--- src/rtl/gate_a_ctrl.sv ---
// Gate A controller: lifts and lowers a sliding gate one step per video frame,
// holds it open for a fixed number of frames, then closes it automatically.
module gate_a_ctrl #(
    parameter logic [10:0] GATE_X        = 11'd300,
    parameter logic [10:0] GATE_Y_CLOSED = 11'd100,
    parameter int unsigned TRAVEL        = 18,
    parameter int unsigned STEP          = 2,
    parameter int unsigned HOLD_FRAMES   = 120
) (
    input  logic        CLK,
    input  logic        RESETn,
    input  logic        startOfFrame,
    input  logic        enable,
    input  logic        open_cmd,
    input  logic        close_cmd,
    output logic [10:0] ObjectStartX,
    output logic [10:0] ObjectStartY,
    output logic [1:0]  gate_state,
    output logic        gate_blocking,
    output logic        gate_open
);

    typedef enum logic [1:0] {
        CLOSED  = 2'd0,
        OPENING = 2'd1,
        OPEN    = 2'd2,
        CLOSING = 2'd3
    } gate_state_t;

    localparam logic [5:0] TRAVEL_L = 6'(TRAVEL);
    localparam logic [5:0] STEP_L   = 6'(STEP);
    localparam logic [9:0] HOLD_L   = 10'(HOLD_FRAMES);

    gate_state_t state_q, state_nxt;
    logic [5:0]  offset_q, offset_nxt;
    logic [9:0]  hold_q, hold_nxt;

    logic [10:0] y_nxt;
    logic        blocking_nxt;
    logic        open_nxt;

    // Close wins when both commands arrive together.
    logic cmd_close, cmd_open, any_cmd;
    logic [6:0] up_sum;

    assign cmd_close = close_cmd;
    assign cmd_open  = open_cmd & ~close_cmd;
    assign any_cmd   = open_cmd | close_cmd;
    assign up_sum    = {1'b0, offset_q} + {1'b0, STEP_L};

    // State, offset, hold counter and registered outputs.
    always_ff @(posedge CLK or negedge RESETn) begin
        if (!RESETn) begin
            state_q       <= CLOSED;
            offset_q      <= '0;
            hold_q        <= '0;
            ObjectStartX  <= GATE_X;
            ObjectStartY  <= GATE_Y_CLOSED;
            gate_state    <= CLOSED;
            gate_blocking <= 1'b1;
            gate_open     <= 1'b0;
        end else begin
            state_q       <= state_nxt;
            offset_q      <= offset_nxt;
            hold_q        <= hold_nxt;
            ObjectStartX  <= GATE_X;
            ObjectStartY  <= y_nxt;
            gate_state    <= state_nxt;
            gate_blocking <= blocking_nxt;
            gate_open     <= open_nxt;
        end
    end

    // Next state: any command in a cycle suppresses that cycle's frame update.
    always_comb begin
        state_nxt  = state_q;
        offset_nxt = offset_q;
        hold_nxt   = hold_q;
        if (enable) begin
            case (state_q)
                CLOSED: begin
                    offset_nxt = '0;
                    if (cmd_open)
                        state_nxt = OPENING;
                end
                OPENING: begin
                    if (cmd_close) begin
                        state_nxt = CLOSING;
                    end else if (!any_cmd && startOfFrame) begin
                        if (up_sum >= {1'b0, TRAVEL_L}) begin
                            offset_nxt = TRAVEL_L;
                            state_nxt  = OPEN;
                            hold_nxt   = HOLD_L;
                        end else begin
                            offset_nxt = up_sum[5:0];
                        end
                    end
                end
                OPEN: begin
                    if (cmd_close) begin
                        state_nxt = CLOSING;
                    end else if (cmd_open) begin
                        hold_nxt = HOLD_L;
                    end else if (startOfFrame) begin
                        if (hold_q <= 10'd1) begin
                            hold_nxt  = '0;
                            state_nxt = CLOSING;
                        end else begin
                            hold_nxt = hold_q - 10'd1;
                        end
                    end
                end
                CLOSING: begin
                    if (cmd_open) begin
                        state_nxt = OPENING;
                    end else if (!any_cmd && startOfFrame) begin
                        if (offset_q <= STEP_L) begin
                            offset_nxt = '0;
                            state_nxt  = CLOSED;
                        end else begin
                            offset_nxt = offset_q - STEP_L;
                        end
                    end
                end
                default: begin
                    state_nxt  = CLOSED;
                    offset_nxt = '0;
                    hold_nxt   = '0;
                end
            endcase
        end
    end

    // Output values derived from the next state so they land in the following cycle.
    always_comb begin
        y_nxt        = GATE_Y_CLOSED - {5'd0, offset_nxt};
        blocking_nxt = (state_nxt != OPEN);
        open_nxt     = (state_nxt == OPEN);
    end

endmodule

--- config.mk ---
export PLATFORM = sky130hd
export DESIGN_NAME = gate_a_ctrl
export DESIGN_NICKNAME = d
export VERILOG_FILES = /design/src/rtl/gate_a_ctrl.sv
export SDC_FILE = /design/constraint.sdc
export NUM_CORES = 1
export LEC_CHECK = 0
export BUFFER_PORTS_ARGS = -buffer_cell sky130_fd_sc_hd__buf_2
export CAP_MARGIN = 20
export CORE_AREA = 2 2 60 62
export DETAILED_ROUTE_END_ITERATION = 7
export DIE_AREA = 0 0 62 64
export HOLD_SLACK_MARGIN = 0.15
export PLACE_DENSITY = 0.82
export SYNTH_ARGS = -nofsm -noshare
export SYNTH_HDL_FRONTEND = slang
export SYNTH_SLANG_ARGS = --single-unit
--- constraint.sdc ---
create_clock -name CLK -period 4 [get_ports CLK]
set_input_delay 0.8 -clock CLK [delete_from_list [all_inputs] [get_ports CLK]]
set_output_delay 0.8 -clock CLK [all_outputs]
set_load 0.05 [all_outputs]
==> flow_summary.toml <==
[power_and_ir_drop]
power.combinational.fraction_pct = 56.2
p_int_mw = 0.674
share_seq_of_total_power_pct = 35.8
total_leakage_power_nw = 0.847
power_switching_mw = 0.735
power.ir.vdd_worst_mv = 0.304
power_per_cell_area_nw_per_um2 = 718
clock_power_share_pct = 7.9
p_total_mw = 1.41
switching_share_pct = 52.2

[timing]
setup_total_negative_slack_ns = 0
clock_skew_ns = 0.0187
maxSlewViolCount = 0
fin_crit_ns = 2.90
hold_viol = 0
finalSetupViolations = 0
post-route-period-util_pct = 72.4
fmaxAchievable_mhz = 345
grt_setup_unrepaired = "no"
max_slew_margin_pct = 48.1
worst_slew_pin_slew_ns = 0.777

[grt]
grt_overflow_total = 0
grt_start_max_net_pins = 27
global_route_wire_length_before_repair_um = 6330
number_of_global_route_vias_before_repair = 1370
global_route.usage.total_pct = 20.6
antenna_found_initial = 0

[cells_and_area]
layoutNonFillerInstCount = 268
nNetsFinal = 235
share_of_post_route_cells_with_drive_strength_above_1_pct = 15.8
final_core_util_pct = 59.8
insertedDiodeCount = 0
syn_to_final_growth_pct = 2.82

[critical_path]
crit_end = "hold_q[8]"
worst_setup_path_startpoint = "offset_q[1]"
rr_worst_depth = 9
crit_arrival_ns = 3.14
worstReg2RegEnd = "hold_q[8]"
cp-start-kind = "register"
worstReg2RegStart = "offset_q[1]"
critical_path.max_fanout = 16
endpoint_kind = "register"
critical_path_required_ns = 4.25
worst-setup-path-type = "register to register"
worst-r2r-setup-slack_ns = 1.10

[logic_synthesis]
synth_xor_xnor_area_share_pct = 2.29
synth-seq-cells = 26
synth.distinct_cells = 65
synth-async-reset-ratio_pct = 100
synth-simple-area-share_pct = 22.3
largest_family_of_logic_cells_by_synthesized_area = "compound AO/OA/AOI/OAI gates"
synthCells = 214
arithmetic_cell_share_of_the_synthesized_area_counting_full_adders_half_adders_and_majority_gates_pct = 3.93
synth.yosys.warnings = 0
avgSynthCellArea_um2 = 8.93
synth_enable_flop_cells = 0
seq_area_frac_synth_pct = 34.3
synth.mux.area_fraction_pct = 1.11
yosys_most_used_dff = "sky130_fd_sc_hd__dfrtp_1"
synth_area_in_compound_gates_pct = 25.1
post_synth_instance_area_um2 = 1910

[die]
dieArea_um2 = 3970
rows = 21
die_height_um = 64
die_x_um = 62
placeableCoreArea_um2 = 3280
num_io_pins = 32
starting_density_of_the_core_pct = 58.2

[place]
gp_congestion = 0.908
place.detailed.hpwl_um = 2690
io_buffer_count = 16
place_inst = 264

[clocking]
clk_tree_root_cell = "sky130_fd_sc_hd__clkbuf_4"
clock_tree_from_tritoncts = "built"
ctsLongestPathBuffers = 2
cts_setup_buffers = 0
clock_sink_count = 26
clkTransAtPathRegs_ns = 0.14
htree_num_levels = 1
cts_buffers = 3
ctsResizeCount = 0
clkLatencyLatePin_ns = 0.32
cts_hold_buf = 0

[outcome]
run_status = "finished clean"

[detailed_routing]
detail_route.vias_per_cell = 5.63
wl_um = 3640
wl_per_cell_um = 13.6
drc = 0
dr_total_vias = 1509
detail-route-antenna-nets = 0
1st_pass_router_iterations = 4
drt_iter0_markers = 145

[min_path]
timing.hold.worst.class = "input pin to asynchronous set/reset pin"

[run]
drv.max_cap_violation_count = 0
==> cells in the final DEF (no fill, tap or decap), types with 2 or more instances in the layout <==
master and count:
sky130_fd_sc_hd__a211oi_1 2, sky130_fd_sc_hd__a21o_1 2, sky130_fd_sc_hd__a21oi_1 7, sky130_fd_sc_hd__a31oi_1 5
sky130_fd_sc_hd__a41o_1 2, sky130_fd_sc_hd__and2_1 2, sky130_fd_sc_hd__buf_2 16, sky130_fd_sc_hd__clkbuf_4 3
sky130_fd_sc_hd__conb_1 15, sky130_fd_sc_hd__dfrtp_1 22, sky130_fd_sc_hd__dfstp_2 4, sky130_fd_sc_hd__ha_1 6
sky130_fd_sc_hd__inv_1 11, sky130_fd_sc_hd__nand2_1 10, sky130_fd_sc_hd__nand2b_1 6, sky130_fd_sc_hd__nand3_1 6
sky130_fd_sc_hd__nand3b_1 2, sky130_fd_sc_hd__nor2_1 17, sky130_fd_sc_hd__nor2b_1 5, sky130_fd_sc_hd__nor3_1 4
sky130_fd_sc_hd__o211ai_1 3, sky130_fd_sc_hd__o21ai_0 5, sky130_fd_sc_hd__o21ai_1 13, sky130_fd_sc_hd__o22a_1 2
sky130_fd_sc_hd__o31ai_1 2, sky130_fd_sc_hd__o41ai_2 2, sky130_fd_sc_hd__or3_1 7, sky130_fd_sc_hd__xnor2_1 3
sky130_fd_sc_hd__xor2_1 2
==> cells by family after synthesis <==
| group | after synthesis |
|---|---|
| AND/OR/NAND/NOR | 73 |
| adder cells (fa/ha/maj) | 6 |
| XOR/XNOR | 5 |
| buffers and inverters | 36 |
| other | 2 |
| flip-flops | 26 |
| AO/OA/AOI/OAI | 64 |
| multiplexers | 2 |
==> how the worst min path moves through the flow <==
stage | start | endpoint | slack (ns) | cells after the start
2_1_floorplan | hold_q[8] | hold_q[8] | 0.46 | 2
3_3_place_gp | hold_q[8] | hold_q[8] | 0.47 | 2
3_5_place_dp | hold_q[8] | hold_q[8] | 0.50 | 2
4_1_cts | RESETn | hold_q[7] | 0.46 | 1
5_1_grt | RESETn | hold_q[7] | 0.47 | 1
6_report | RESETn | hold_q[7] | 0.44 | 1
==> worst max-delay path, cell delays in order, from the launching register on <==
cell                      delay (ns)
sky130_fd_sc_hd__dfrtp_1        0.60
sky130_fd_sc_hd__inv_1          0.09
sky130_fd_sc_hd__ha_1           0.35
sky130_fd_sc_hd__o311a_1        0.37
sky130_fd_sc_hd__or3_1          0.34
sky130_fd_sc_hd__o32ai_2        0.15
sky130_fd_sc_hd__and2_1         0.19
sky130_fd_sc_hd__o21ai_2        0.18
sky130_fd_sc_hd__or2_4          0.35
sky130_fd_sc_hd__o31ai_2        0.21
==> through the flow <==
step / setup slack (ns) / instance area (um^2) / hold slack (ns)
floorplan: 1.45 / 1960 / 0.458
global placement: 0.964 / 1940 / 0.472
detailed placement: 0.901 / 1940 / 0.496
CTS: 1.11 / 1960 / 0.459
global route: 0.884 / 1960 / 0.469
finish: 1.10 / 1960 / 0.442
==> cells in the mapped netlist, types with 2 or more instances <==
cell / n / share of area, %
sky130_fd_sc_hd__o31ai_1: 2 / 0.79
sky130_fd_sc_hd__a41o_1: 2 / 1.0
sky130_fd_sc_hd__xor2_1: 2 / 0.92
sky130_fd_sc_hd__a31oi_1: 5 / 1.6
sky130_fd_sc_hd__xnor2_1: 3 / 1.4
sky130_fd_sc_hd__nand2b_1: 6 / 2.0
sky130_fd_sc_hd__nand3_1: 6 / 1.6
sky130_fd_sc_hd__ha_1: 6 / 3.9
sky130_fd_sc_hd__clkbuf_1: 5 / 0.98
sky130_fd_sc_hd__inv_1: 11 / 2.2
sky130_fd_sc_hd__nand3b_1: 2 / 0.79
sky130_fd_sc_hd__a21o_1: 2 / 0.79
sky130_fd_sc_hd__o21ai_0: 5 / 1.3
sky130_fd_sc_hd__nor3_1: 4 / 1.0
sky130_fd_sc_hd__o22a_1: 2 / 0.92
sky130_fd_sc_hd__nand2_1: 10 / 2.0
sky130_fd_sc_hd__o41ai_2: 2 / 1.7
sky130_fd_sc_hd__buf_2: 4 / 1.0
sky130_fd_sc_hd__and2_1: 2 / 0.65
sky130_fd_sc_hd__nor2_1: 17 / 3.3
sky130_fd_sc_hd__dfstp_2: 4 / 5.5
sky130_fd_sc_hd__o211ai_1: 3 / 1.2
sky130_fd_sc_hd__nor2b_1: 5 / 1.6
sky130_fd_sc_hd__a211oi_1: 2 / 0.79
sky130_fd_sc_hd__dfrtp_1: 22 / 29
sky130_fd_sc_hd__or3_1: 7 / 2.3
sky130_fd_sc_hd__conb_1: 2 / 0.39
sky130_fd_sc_hd__o21ai_1: 13 / 3.4
sky130_fd_sc_hd__a21oi_1: 7 / 1.8
sky130_fd_sc_hd__buf_4: 16 / 6.3
==> layout make-up <==
class	count	area (um^2)
multi-input combinational	165	1100
sequential	26	656
fill	312	1320
tap	46	57.6
timing repair buffer	16	80.1
inverter	11	41.3
clock buffer	4	26.3
==> registers in the layout, indices dropped and copies added, names as in the netlist <==
| register | cells |
|---|---|
| ObjectStartY | 6 |
| gate_blocking | 1 |
| gate_open | 1 |
| hold_q | 10 |
| offset_q | 6 |
| state_q | 2 |
==> power by group through the flow <==
stage | Sequential [mW] | Combinational, mW | Clock, mW
2_1_floorplan | 0.582 | 0.580 | 0
3_3_place_gp | 0.508 | 0.780 | 0
3_5_place_dp | 0.509 | 0.791 | 0
4_1_cts | 0.504 | 0.794 | 0.117
5_1_grt | 0.526 | 0.879 | 0.133
6_report | 0.505 | 0.793 | 0.112
==> routing by layer <==
| metal | global-route usage (%) | share of wire, % |
|---|---|---|
| met1 | 30.3 | 47 |
| met2 | 30.1 | 47 |
| met3 | 4.25 | 5.0 |
| met4 | 6.38 | 0.85 |
| met5 | 0 | 0 |
Note: power is estimated with default switching activity, not from simulation.
